<file path="src/rtl/sbox_bram_table_loader.sv">
// Loads a fresh masked S-box table into a dual-port BRAM two bytes per beat,
// then reads it back through both ports and compares rolling checksums.
module sbox_bram_table_loader #(
  parameter int unsigned DEPTH  = 1024,
  parameter int unsigned ADDR_W = 10,
  parameter int unsigned RD_LAT = 2
) (
  input  logic              i_clk,
  input  logic              i_rst,
  input  logic              i_start,
  input  logic [15:0]       i_in_data,
  input  logic              i_in_valid,
  output logic              o_in_ready,
  output logic [ADDR_W-1:0] o_bram_addra,
  output logic [ADDR_W-1:0] o_bram_addrb,
  output logic [7:0]        o_bram_dia,
  output logic [7:0]        o_bram_dib,
  output logic              o_bram_wea,
  output logic              o_bram_web,
  output logic              o_bram_en,
  input  logic [7:0]        i_doa,
  input  logic [7:0]        i_dob,
  output logic              o_busy,
  output logic              o_done,
  output logic              o_check_ok,
  output logic [15:0]       o_checksum
);

  localparam int unsigned PTR_W = ADDR_W - 1;
  localparam int unsigned PAIRS = DEPTH / 2;
  localparam int unsigned CNT_W = ADDR_W;

  typedef enum logic [1:0] {S_IDLE, S_LOAD, S_VERIFY, S_DONE} state_t;

  state_t             r_state;
  state_t             w_state_nxt;
  logic [PTR_W-1:0]   r_ptr;
  logic [CNT_W-1:0]   r_issue_cnt;
  logic [PTR_W-1:0]   r_samp_cnt;
  logic [RD_LAT-1:0]  r_vpipe;
  logic [7:0]         r_cs_a;
  logic [7:0]         r_cs_b;
  logic [7:0]         r_rd_a;
  logic [7:0]         r_rd_b;
  logic [15:0]        r_checksum;
  logic               r_check_ok;

  logic               w_beat;
  logic               w_last_beat;
  logic               w_issue;
  logic               w_sample;
  logic               w_last_sample;
  logic [7:0]         w_cs_a_nxt;
  logic [7:0]         w_cs_b_nxt;

  function automatic logic [7:0] rotl1(input logic [7:0] x);
    return {x[6:0], x[7]};
  endfunction

  assign w_cs_a_nxt    = rotl1(r_cs_a) ^ i_in_data[7:0];
  assign w_cs_b_nxt    = rotl1(r_cs_b) ^ i_in_data[15:8];
  assign w_last_beat   = w_beat && (r_ptr == PTR_W'(PAIRS - 1));
  assign w_sample      = r_vpipe[RD_LAT-1];
  assign w_last_sample = w_sample && (r_samp_cnt == PTR_W'(PAIRS - 1));
  assign o_check_ok    = r_check_ok;
  assign o_checksum    = r_checksum;

  // State register with synchronous active-low reset.
  always_ff @(posedge i_clk) begin
    if (!i_rst) r_state <= S_IDLE;
    else        r_state <= w_state_nxt;
  end

  // Next-state decode and the BRAM-facing combinational outputs.
  always_comb begin
    w_state_nxt  = r_state;
    o_in_ready   = 1'b0;
    o_bram_wea   = 1'b0;
    o_bram_web   = 1'b0;
    o_bram_en    = 1'b0;
    o_bram_addra = '0;
    o_bram_addrb = '0;
    o_bram_dia   = '0;
    o_bram_dib   = '0;
    w_beat       = 1'b0;
    w_issue      = 1'b0;
    o_busy       = (r_state != S_IDLE);
    o_done       = 1'b0;
    case (r_state)
      S_IDLE: begin
        if (i_start) w_state_nxt = S_LOAD;
      end
      S_LOAD: begin
        o_in_ready   = 1'b1;
        w_beat       = i_in_valid;
        o_bram_addra = {r_ptr, 1'b0};
        o_bram_addrb = {r_ptr, 1'b1};
        if (w_beat) begin
          o_bram_wea = 1'b1;
          o_bram_web = 1'b1;
          o_bram_en  = 1'b1;
          o_bram_dia = i_in_data[7:0];
          o_bram_dib = i_in_data[15:8];
        end
        if (w_last_beat) w_state_nxt = S_VERIFY;
      end
      S_VERIFY: begin
        o_bram_en    = 1'b1;
        o_bram_addra = {r_ptr, 1'b0};
        o_bram_addrb = {r_ptr, 1'b1};
        w_issue      = (r_issue_cnt < CNT_W'(PAIRS));
        if (w_last_sample) w_state_nxt = S_DONE;
      end
      S_DONE: begin
        o_done      = 1'b1;
        w_state_nxt = S_IDLE;
      end
      default: w_state_nxt = S_IDLE;
    endcase
  end

  // Pointer, counters, read-valid pipe and both checksum accumulators.
  always_ff @(posedge i_clk) begin
    if (!i_rst) begin
      r_ptr       <= '0;
      r_issue_cnt <= '0;
      r_samp_cnt  <= '0;
      r_vpipe     <= '0;
      r_cs_a      <= '0;
      r_cs_b      <= '0;
      r_rd_a      <= '0;
      r_rd_b      <= '0;
      r_checksum  <= '0;
      r_check_ok  <= 1'b0;
    end else begin
      r_vpipe <= (r_vpipe << 1) | RD_LAT'(w_issue);
      case (r_state)
        S_IDLE: begin
          if (i_start) begin
            r_ptr       <= '0;
            r_issue_cnt <= '0;
            r_samp_cnt  <= '0;
            r_cs_a      <= '0;
            r_cs_b      <= '0;
            r_rd_a      <= '0;
            r_rd_b      <= '0;
            r_check_ok  <= 1'b0;
          end
        end
        S_LOAD: begin
          if (w_beat) begin
            r_cs_a <= w_cs_a_nxt;
            r_cs_b <= w_cs_b_nxt;
            r_ptr  <= r_ptr + PTR_W'(1);
          end
          if (w_last_beat) r_checksum <= {w_cs_b_nxt, w_cs_a_nxt};
        end
        S_VERIFY: begin
          if (w_issue) begin
            r_ptr       <= r_ptr + PTR_W'(1);
            r_issue_cnt <= r_issue_cnt + CNT_W'(1);
          end
          if (w_sample) begin
            r_rd_a     <= rotl1(r_rd_a) ^ i_doa;
            r_rd_b     <= rotl1(r_rd_b) ^ i_dob;
            r_samp_cnt <= r_samp_cnt + PTR_W'(1);
          end
        end
        S_DONE: begin
          r_check_ok <= ({r_rd_b, r_rd_a} == {r_cs_b, r_cs_a});
        end
        default: ;
      endcase
    end
  end

endmodule

</file>
<file path="config.mk">
export PLATFORM = sky130hd
export DESIGN_NAME = sbox_bram_table_loader
export DESIGN_NICKNAME = d
export VERILOG_FILES = /design/src/rtl/sbox_bram_table_loader.sv
export SDC_FILE = /design/constraint.sdc
export NUM_CORES = 1
export LEC_CHECK = 0
export ABC_AREA = 1
export CORE_ASPECT_RATIO = 0.8
export CORE_MARGIN = 2
export CORE_UTILIZATION = 30
export DETAILED_ROUTE_END_ITERATION = 10
export MAX_ROUTING_LAYER = met4
export PLACE_DENSITY_LB_ADDON = 0.08
export SYNTH_ARGS = -nofsm -noshare
export SYNTH_HDL_FRONTEND = slang
export SYNTH_SLANG_ARGS = --single-unit
export TNS_END_PERCENT = 1
</file>
<file path="constraint.sdc">
create_clock -name i_clk -period 2.8 [get_ports i_clk]
set_clock_uncertainty 0.05 [all_clocks]
set_input_delay 0.56 -clock i_clk [delete_from_list [all_inputs] [get_ports i_clk]]
set_output_delay 0.56 -clock i_clk [all_outputs]
set_load 0.02 [all_outputs]
</file>
==> impl_results.md <==
- Status: complete, no violations
- Footprint of the flip-flops and latches: 1623 µm²
- Placement Rows: 39
- Nets@finish: 764
- Flops & latches, synth: 81
- Cell area after technology mapping: 4315 µm²
- Critical Path End Type: primary output
- Cell taking the most area after synthesis: dfxtp_1
- Leak: 2.693 nW
- Floorplan die area: 15370 µm²
- Die outline height: 111.3 µm
- Post-route fraction of the period consumed by the critical path: 0.9562
- Number of endpoints with negative hold slack in the final report: 0
- HPWL after DPL: 8657 µm
- Quantity of I/O buffers inserted on ports: 93
- Initial Util: 0.3050
- Data arrival time of the critical path: 2.07 ns
- Biggest fanout along the worst timing path: 6
- CTS Buf Count: 9
- Worst EP required: 2.19 ns
- Fraction of final layout cells with drive strength greater than 1: 0.06916
- CTS tree: done
- Synth area leaders: dfxtp_1 (38%), nand2_1 (12%), a21oi_1 (9.5%)
- Final Cell Area: 5675 µm²
- Worst-case vdd ir drop: 338.6 µV
- Maximum clock path buffer count: 2
- Synthesized netlist net count: 680
- Sequential area share after synthesis: 0.3758
- Critical-path cell with the highest stage delay: clkdlybuf4s50_1
- Kind of critical path: flop to primary output
- Number of standard cells after synthesis: 634
- Diode insertion count for antenna repair: 0
- Core footprint: 14150 µm²
- Iteration-0 DRC Markers: 236
- Avg Synthesized Cell Area: 6.807 µm²
- Vias after detailed routing: 4001
- H-tree depth: 3
- Cell variety after synth: 33
- Worst slack, placed: 0.06676 ns
- Die X: 138.1 µm
- CP startpoint kind: flop
- Number of clock sinks: 81
- Yosys Warn Count: 0
- Post-route DRC violation count: 0
- Total global routing overflow: 0
- Post-synth top area share: 0.3758
- Clock-pin slew on the worst setup and hold paths: 0.06 ns
- Critical-path cell list: inv_1 > ha_2 > nand2_1 > buf_4 > nor2_1 > clkdlybuf4s50_1
- Maxcap violations: 0
- Via density per instance: 4.411
- Hold buffer count at CTS: 0
- Number of antenna-violating nets in the routed design: 0
- Global placement routability congestion: 0.7560
- Minimum clock period: 2.677 ns
- Wire per inst: 12.84 µm
- Clock Latency Late Sink: 0.34 ns
- Hold crit path type: flop to flop
- Pre-antenna DRT Iters: 4
- Area of combinational cells with multiple inputs: 2098 µm²
- Via count of the first global-routing pass: 3714
- Slack of the critical path: 0.1227 ns
- Placed Instance Area: 5348 µm²
- GR Util All Layers: 0.1586
- Initial antenna violation count: 0
- Total length of routed wires: 11650 µm
- Count of endpoints failing setup in the final report: 0
- Max incr delay on CP: 0.60 ns
- Pin count of the biggest net entering global routing: 39
- Maximum clock frequency: 373.5 MHz
- Area growth from synthesis to layout: 31.52%
- Number of fill cells in the layout: 1499
- Wire length of the first global-routing pass: 19040 µm
- Library cell used as clock root buffer: clkbuf_16
- Total negative slack: 0 ns
- R2r setup slk: 0.75 ns
- Pwr dens: 813.9 nW/µm²
- Number of placed I/O pins: 95
- Pins Over Slew Limit: 0
## Yosys cell counts, drive strengths merged
library cell	count
nor3	13
or2	4
nand4	1
ha	10
nor4	1
nand2	142
xnor2	13
conb	1
inv	101
a21oi	82
nor2	65
o21bai	1
clkbuf	8
o21ai	50
nand3	23
nand3b	2
o211a	1
o211ai	3
and3	2
buf	24
dfxtp	81
xor2	6
## worst max-delay path, delay by kind of cell, from the launching register on
family	cells	cell delay, ns
adders and majority gates	1	0.24
buffers and inverters	3	0.89
DFF	1	0.36
and+or+nand+nor	2	0.24
## metrics by stage
| stage | cells | power, mW | hold slack (ns) | utilization |
|---|---|---|---|---|
| floorplan | 634 | 2.996 | 0.3405 | - |
| global placement | 891 | 3.504 | 0.3470 | 0.3779 |
| detailed placement | 891 | 3.530 | 0.3513 | 0.3779 |
| CTS | 907 | 4.695 | 0.3665 | 0.3978 |
| global route | 907 | 4.991 | 0.3742 | 0.4011 |
| finish | 907 | 4.620 | 0.3656 | 0.4011 |
## layout by cell type, fill, tap and decap left out, drive strengths merged, types with 4 or more instances in the layout
| cell | n |
|---|---|
| dlymetal6s2s | 18 |
| nand3 | 23 |
| xor2 | 6 |
| inv | 104 |
| buf | 12 |
| a21oi | 82 |
| nor3 | 13 |
| nor2 | 65 |
| o21ai | 50 |
| clkdlybuf4s50 | 75 |
| or2 | 4 |
| nand2 | 142 |
| clkbuf | 9 |
| xnor2 | 13 |
| dfxtp | 81 |
| ha | 10 |
## repair_timing
action                     CTS  global route
setup endpoints to repair   13            31
buffers inserted             0             0
gates resized for setup      1            19
cloned                       0             0
## per-layer routing
metal / GRT usage / wire length (µm) / vias up
met2: 0.2201 / 4675 / 78
met1: 0.2302 / 6302 / 1759
met3: 0.03542 / 536 / 10
li1: - / - / 2154
met5: - / 0 / -
met4: 0.04286 / 133 / 0
## worst paths after layout
path / cells past startpoint / from / end
worst max-delay path: 6 / r_state[1] / o_bram_dib[1]
worst max register to register: 9 / r_ptr[0] / o_checksum[5]
worst min-delay path: 2 / r_vpipe[0] / r_vpipe[1]
worst min register to register: 2 / r_vpipe[0] / r_vpipe[1]
## area by class of cell
| class | count | share of cell area |
|---|---|---|
| clock buffers | 9 | 0.03968 |
| well taps | 184 | 0.04056 |
| multi-input cells | 420 | 0.3697 |
| repair buffers | 105 | 0.1878 |
| inverters | 101 | 0.06680 |
| clock inverters | 7 | 0.009480 |
| flip-flops and latches | 81 | 0.2859 |
## kinds of logic after synthesis
logic type,Yosys count,share of synthesized area
AO/OA/AOI/OAI,137,0.1676
XOR/XNOR,19,0.03856
adder cells (fa/ha/maj),10,0.02899
buffers and inverters,133,0.1386
flip-flops,81,0.3758
other,1,0.0008690
AND/OR/NAND/NOR,253,0.2496
## power breakdown
group,internal [mW],leakage [nW],switching (mW)
Combinational,0.727,1.91,1.27
Sequential,1.32,0.657,0.160
Clock,0.609,0.129,0.528
Total,2.66,2.69,1.96
## registers in the layout, summed over array words and instances, names as in the netlist, 2 cells and up
| signal | count |
|---|---|
| r_rd_b | 8 |
| r_state | 2 |
| r_issue_cnt | 10 |
| r_samp_cnt | 9 |
| r_rd_a | 8 |
| r_cs_a | 8 |
| r_cs_b | 8 |
| o_checksum | 16 |
| r_vpipe | 2 |
| r_ptr | 9 |
Power figures use the tool's default switching activity.
